**src/rtl/fifo_buf_pkg.sv**
```systemverilog
// Shared widths, pointer type and Gray-code helper for fifo_buf.
package fifo_buf_pkg;
    localparam int DEF_DATA_W = 8;
    localparam int DEF_ADDR_W = 4;
    localparam int PTR_W      = DEF_ADDR_W + 1;

    typedef logic [PTR_W-1:0] ptr_t;

    // Width-agnostic helper; callers cast to their own pointer width.
    function automatic logic [31:0] bin2gray(input logic [31:0] b);
        return b ^ (b >> 1);
    endfunction
endpackage

```
**src/rtl/fifo_buf_ptr_sync.sv**
```systemverilog
// Two-stage pointer synchronizer, asynchronous active-low reset to 0.
module ptr_sync #(
    parameter int W = fifo_buf_pkg::PTR_W
) (
    input  logic         clk,
    input  logic         reset,
    input  logic [W-1:0] d,
    output logic [W-1:0] q
);
    logic [W-1:0] meta;

    always_ff @(posedge clk or negedge reset) begin
        if (!reset) begin
            meta <= '0;
            q    <= '0;
        end else begin
            meta <= d;
            q    <= meta;
        end
    end
endmodule

```
**src/rtl/fifo_buf.sv**
```systemverilog
// Single-clock FIFO with binary pointers and wrap bit.
// FIFO_PTR_SYNC_EN: compare Gray pointers through 2-flop synchronizers.
module fifo_buf
    import fifo_buf_pkg::*;
#(
    parameter int DATA_W = DEF_DATA_W,
    parameter int ADDR_W = DEF_ADDR_W
) (
    input  logic              clk,
    input  logic              reset,
    input  logic              wen,
    input  logic [DATA_W-1:0] wdata,
    input  logic              ren,
    output logic [DATA_W-1:0] rdata,
    output logic              full,
    output logic              empty
);
    localparam int PW    = ADDR_W + 1;
    localparam int DEPTH = 1 << ADDR_W;

    logic [DATA_W-1:0] mem [DEPTH];
    logic [PW-1:0]     waddr, raddr;
    logic              wacc, racc;

    assign wacc = wen && !full;
    assign racc = ren && !empty;

    // Storage is deliberately left unreset.
    always_ff @(posedge clk) begin
        if (wacc) mem[waddr[ADDR_W-1:0]] <= wdata;
    end

    always_ff @(posedge clk or negedge reset) begin
        if (!reset) begin
            waddr <= '0;
            raddr <= '0;
            rdata <= '0;
        end else begin
            if (wacc) waddr <= waddr + 1'b1;
            if (racc) begin
                raddr <= raddr + 1'b1;
                rdata <= mem[raddr[ADDR_W-1:0]];
            end
        end
    end

`ifdef FIFO_PTR_SYNC_EN
    logic [PW-1:0] wgray, rgray, wsync, rsync;

    assign wgray = PW'(bin2gray(32'(waddr)));
    assign rgray = PW'(bin2gray(32'(raddr)));

    ptr_sync #(.W(PW)) u_wsync (.clk(clk), .reset(reset), .d(wgray), .q(wsync));
    ptr_sync #(.W(PW)) u_rsync (.clk(clk), .reset(reset), .d(rgray), .q(rsync));

    // Gray full: top two bits inverted, remainder equal.
    assign empty = (rgray == wsync);
    assign full  = (wgray == {~rsync[PW-1:PW-2], rsync[PW-3:0]});
`else
    assign empty = (raddr == waddr);
    assign full  = (waddr[ADDR_W-1:0] == raddr[ADDR_W-1:0]) &&
                   (waddr[ADDR_W] != raddr[ADDR_W]);
`endif
endmodule

```
**config.mk**
```make
export PLATFORM = sky130hd
export DESIGN_NAME = fifo_buf
export DESIGN_NICKNAME = d
export VERILOG_FILES = /design/src/rtl/fifo_buf_pkg.sv /design/src/rtl/fifo_buf_ptr_sync.sv /design/src/rtl/fifo_buf.sv
export SDC_FILE = /design/constraint.sdc
export NUM_CORES = 1
export LEC_CHECK = 0
export ABC_AREA = 1
export BUFFER_PORTS_ARGS = -buffer_cell sky130_fd_sc_hd__buf_2
export CAP_MARGIN = 20
export CORE_MARGIN = 10
export CORE_UTILIZATION = 40
export DETAILED_ROUTE_END_ITERATION = 12
export PLACE_DENSITY = 0.55
export SYNTH_ARGS = -nofsm -noshare
export SYNTH_HDL_FRONTEND = slang
export SYNTH_HIERARCHICAL = 1
export SYNTH_SLANG_ARGS = --single-unit
```
**constraint.sdc**
```tcl
create_clock -name clk -period 2 [get_ports clk]
set_input_delay 0.6 -clock clk [delete_from_list [all_inputs] [get_ports clk]]
set_output_delay 0.6 -clock clk [all_outputs]
set_load 0.05 [all_outputs]
```
==> qor.yml, run 1 <==
outcome: "finished with violations"
failed_checks: "negative setup slack"
cellPowerDensity_mw_per_mm2: 1400
synth_nets: 703
leakagePower_nw: 3.52
drt_pass1_iterations: 5
synth-seq-cells: 146
holdWs_ns: 0.113
drt_iter0_drc: 554
path_cells: "inv_1, nand2_2, a21oi_4, nand3_2, inv_2, buf_8"
synth_area_leaders: "edfxtp_1, nand2_1, inv_1, dfrtp_1, nand3_1"
htreeDepth: 4
synth_top_family_by_area: "simple AND/OR/NAND/NOR gates"
cts_sinks: 146
vias_per_cell: 4.69
synth_cells: 686
slew_headroom_pct: 53.6
hold_viol: 0
synth_top_area_cell: "edfxtp_1"
cp_slowest_stage_delay_ns: 0.38
synth_area_per_cell_sq_um: 9.59
grt_pass1_vias: 4495
drv_slew: 0
rows: 46
tightest_slew_ns: 0.696
crit_path_top_delay_cell: "dfrtp_1"
grt_pass1_wl_microns: 24300
clk_pin_slew_ns: 0.06
endpoint_kind: "output port"
grt_max_degree: 66
fmax_ghz: 0.476
portBuffers: 21
min_path_type: "input pin to asynchronous set/reset pin"
vdd_drop_max_v: 0.000602
synth_compound_area_share_pct: 0.228
power_mw: 10.8
yosysSeqAreaShare_pct: 65.3
rsz0062_at_grt: "true"
path_buf_inv: 3
worstSetupPathType: "flip-flop to output port"
tns_ns: -0.197
ios: 22
clkLatencyLatePin_ns: 0.42
die_h_microns: 148
cp_num_cells: 6
die_w_microns: 148
synthAdderAreaFrac_pct: 0.951
post-place-ws_ns: 0.0941
place.gp.congestion: 0.820
fin_skew_ns: 0.00650
synthSimpleGateAreaFrac_pct: 22.4
ant_nets: 0
antenna_found_initial: 0
drcViolationCount: 0
via_count: 4500
wirelength_microns: 15200
syn-cell-area_sq_mm: 0.00658
crit_fanout: 3
required_ns: 1.40
path_delay_family: "flip-flops"
drive_gt1_share_pct: 14.7
dieArea_sq_mm: 0.0220
wire_per_inst_microns: 15.8
synth_warnings: 6
drv_cap: 0
overflow: 0
synthToLayoutAreaGrowth_pct: 17.3
stdcell_count: 960
start_util_pct: 41.1
cts_buffers: 17
track_usage_pct: 14.5
finalNetCount: 749
tritoncts: "built"
core_sq_mm: 0.0160
fin_ws_ns: -0.0995
synth_xor_area_share_pct: 1.20
worstPathArrival_ns: 1.50
root_buffer: "clkbuf_16"
ff2ff_path_depth: 11
setup_violations: 2
dp.cells: 924
synth_mux_area_share_pct: 0
period_share_pct: 105
antenna_cells: 0
synth_cell_types: 21
hpwl_microns: 9980
period_minus_slack_ns: 2.10
cts_buffer_depth: 2
startpoint_type: "flip-flop"
synth_top_area_share_pct: 58.4
## synthesized netlist by cell type, drive strengths merged
cell type  number
clkbuf          6
inv           136
edfxtp        128
a21oi           1
nor3           15
xor2            5
nand2         255
o21ai           2
nor2            3
ha              5
clkinv          2
buf            21
dfrtp          18
xnor2           4
nand3          85
## metrics by stage
step / util (%) / instance area [sq um]
global route: 48.2 / 7720
detailed placement: 44.1 / 7050
finish: 48.2 / 7720
floorplan: - / 6590
global placement: 44.1 / 7050
CTS: 47.7 / 7630
## flip-flops by register name (all words and copies together) (netlist names)
register / cells
mem: 128
raddr: 5
rdata: 8
waddr: 5
## worst paths after layout
kind	from	end	slack, ns
setup / recovery	waddr[1]	full	-0.1
hold reg to reg	rdata[1]	rdata[1]	0.48
max in group asynchronous	reset	raddr[1]	1.56
min in group clk	rdata[1]	rdata[1]	0.48
setup reg to reg	raddr[0]	rdata[6]	0.04
hold / removal	reset	rdata[5]	0.11
## per-layer routing
metal	vias to the layer above	routed length (microns)	part of all wire (%)	GRT usage (%)
li1	2241	-	-	-
met1	2141	6700	44	18.3
met2	99	7640	50	24.1
met3	19	614	4.0	2.94
met4	0	223	1.5	5.20
met5	-	0	0	0
## power by group
part	internal [mW]	switching, mW	total, mW
Combinational	1.25	2.78	4.03
Clock	1.68	1.16	2.84
Sequential	3.73	0.186	3.91
## cell families (layout without fill, tap and decap cells)
logic type               count (synthesis)  count (layout)
AND/OR/NAND/NOR                        358             358
flip-flops                             146             146
buffers and inverters                  165             223
XOR/XNOR                                 9               9
AO/OA/AOI/OAI                            3               3
adder cells (fa/ha/maj)                  5               5
## what timing repair did
action / 4_1_cts / 5_1_grt
buffers inserted: 3 / 2
gates resized for setup: 7 / 19
pin swaps: 4 / 4
hold buffers: 0 / 0
endpoints found under the setup margin: 2 / 65
## cell type report
type,count,area (sq um)
multi-input cells,375,1720
fillers,1546,8280
well taps,216,270
clock inverters,12,93.8
clock buffers,19,433
repair buffers,54,385
inverters,138,518
flip-flops and latches,146,4300
## layout by cell type, fill, tap and decap left out, types with 3 or more instances in the layout
cell,instances
nand2_1,249
inv_1,130
edfxtp_1,128
nand3_1,83
buf_4,32
buf_2,19
clkbuf_16,17
dfrtp_1,16
nor3_1,9
inv_2,6
nand2_2,6
clkinv_2,6
ha_1,5
xor2_1,4
nor3_2,4
xnor2_1,4
clkinvlp_4,4
nor2_2,3
clkinv_1,3
Note: power is estimated with default switching activity, not from simulation.
==> run 2: changes to the inputs <==
- CORE_MARGIN: 10 -> not set
- PLACE_DENSITY: 0.55 -> not set
==> qor.yml, run 2 (synthesis gave the netlist of run 1 again) <==
outcome: "finished with violations"
failed_checks: "negative setup slack"
period_minus_slack_ns: 2.16  # +0.0599 ns
finish.instance_area_sq_mm: 0.00808  # +4.7%
hpwl_microns: 9170  # -8.1%
crit_fanout: 4  # +1
clkLatencyLatePin_ns: 0.42  # about the same
dr.max_layer_used: "met4"
setup_violations: 14  # +12
post-route-util_pct: 50.5  # +2.3 points
drcViolationCount: 0  # unchanged
post_dp_cell_area_sq_mm: 0.00704  # -0.21%
fin_skew_ns: 0.0141  # +0.00759 ns
grt_pass1_wl_microns: 23400  # -3.4%
cts_buffers: 17  # unchanged
period_share_pct: 108  # +3.0 points
vias_per_cell: 4.58  # -2.3%
largest_register_ff_count: 128  # unchanged
core_sq_mm: 0.0160  # unchanged
dieArea_sq_mm: 0.0170  # -23%
ios: 22  # unchanged
start_util_pct: 41.1  # unchanged
startpoint_type: "flip-flop"
cts_sinks: 146  # unchanged
place.gp.congestion: 0.870  # +6.1%
wire_per_inst_microns: 15.3  # -3.2%
via_count: 4481  # -0.42%
drive_gt1_share_pct: 17.3  # +2.7 points
clk_pin_slew_ns: 0.06  # about the same
dr_wl_met2_microns: 7780  # +1.8%
ff2ff_path_depth: 15  # +4
grt_max_degree: 66  # unchanged
slew_headroom_pct: 67.5  # +14 points
vdd_drop_max_v: 0.000959  # +59%
ant_nets: 0  # unchanged
r2r-end: "rdata[2]"
finalNetCount: 766  # +2.3%
synthToLayoutAreaGrowth_pct: 22.8
drt_iter0_drc: 422  # -24%
wirelength_microns: 15000  # -1.4%
worstSetupPathType: "flip-flop to output port"
die_w_microns: 130  # -12%
grt_pass1_vias: 4467  # -0.62%
cts_buffer_depth: 2  # unchanged
rows: 46  # unchanged
root_buffer: "clkbuf_16"
drv_slew: 0  # unchanged
drv_cap: 0  # unchanged
tritoncts: "built"
holdWs_ns: 0.121  # +0.00783 ns
cts_hold_buf: 0  # unchanged
fmax_ghz: 0.463  # -2.8%
reg2reg_from: "waddr[0]"
met3_length_microns: 696  # +13%
hold_viol: 0  # unchanged
die_h_microns: 130  # -12%
layout_common_cells: "nand2_1, inv_1, edfxtp_1, nand3_1, buf_4"
htreeDepth: 4  # unchanged
wl_met1_microns: 6230  # -7.0%
required_ns: 1.40  # about the same
layout_commonest_cell: "nand2_1"
antenna_cells: 0  # unchanged
track_usage_pct: 19.3  # +4.8 points
endpoint_kind: "output port"
cellPowerDensity_mw_per_mm2: 1460  # +4.7%
min_path_type: "input pin to asynchronous set/reset pin"
rsz0062_at_grt: "true"
worstPathArrival_ns: 1.56  # +0.06 ns
portBuffers: 21  # unchanged
antenna_found_initial: 0  # unchanged
fin_ws_ns: -0.159  # -0.0599 ns
r2r_setup_slack_ns: -0.09  # -0.13 ns
tightest_slew_ns: 0.487  # -0.209 ns
drt_pass1_iterations: 4  # -1
overflow: 0  # unchanged
leakagePower_nw: 3.69  # +4.8%
-- run 2: changes by cell type in the layout (fill, tap and decap cells not counted), moves of 2 or more --
cell,previous run,this run
buf_6,0,4
buf_4,32,42
inv_1,130,128
clkbuf_16,17,19
bufinv_16,1,6
nand2_2,6,3
nand2_8,0,2
clkinv_2,6,3
-- run 2: critical path: stages, from the launching register on --
cell and delay (ns):
dfrtp_1 0.42, inv_2 0.07, nand2_1 0.07, nand2_2 0.07, a21oi_4 0.16, nand3_2 0.11
inv_2 0.09, buf_8 0.14
-- run 2: how the worst max path moves through the flow --
| stage | from | to | slack [ns] |
|---|---|---|---|
| 2_1_floorplan | raddr[1] | mem[11][0] | -0.03 |
| 3_5_place_dp | raddr[0] | rdata[5] | 0.11 |
| 3_3_place_gp | raddr[0] | rdata[3] | 0.14 |
| 5_1_grt | waddr[1] | empty | -0.22 |
| 6_report | waddr[0] | empty | -0.16 |
| 4_1_cts | waddr[2] | full | -0.10 |
-- run 2: repair_timing --
item                                   in CTS  in global routing
pin swaps                                   3                  5
resized for setup                          20                 20
setup endpoints to repair                   2                135
endpoints found under the hold margin       0                  0
cloned                                      0                  2
setup buffers                              16                  9
-- run 2: layout make-up --
class	instances	area (sq um)
sequential	146	4300
multi-input combinational	375	1750
clock inverter	14	235
clock buffer	18	429
timing repair buffer	71	576
inverter	138	526
fill	1429	7920
tap	216	270
-- run 2: through the flow --
step	instances	total power, mW	setup TNS [ns]	setup slack, ns
after floorplan	686	6.62	-2.67	-0.0263
after global placement	922	7.66	0	0.136
after detailed placement	922	7.70	0	0.114
after CTS	970	11.6	-0.205	-0.105
after global routing	978	12.6	-2.11	-0.224
final	978	11.8	-1.04	-0.159
-- run 2: metal layers --
| metal | up-vias | track usage [%] |
|---|---|---|
| met3 | 22 | 4.63 |
| met1 | 2089 | 24.5 |
| met5 | - | 0 |
| met2 | 94 | 32.4 |
| met4 | 0 | 6.63 |
| li1 | 2276 | - |
-- run 2: power by group --
part / internal (mW) / switching (mW) / leakage [nW]
sequential: 3.73 / 0.198 / 1.38
clock: 2.34 / 1.20 / 0.316
combinational: 1.48 / 2.88 / 1.99
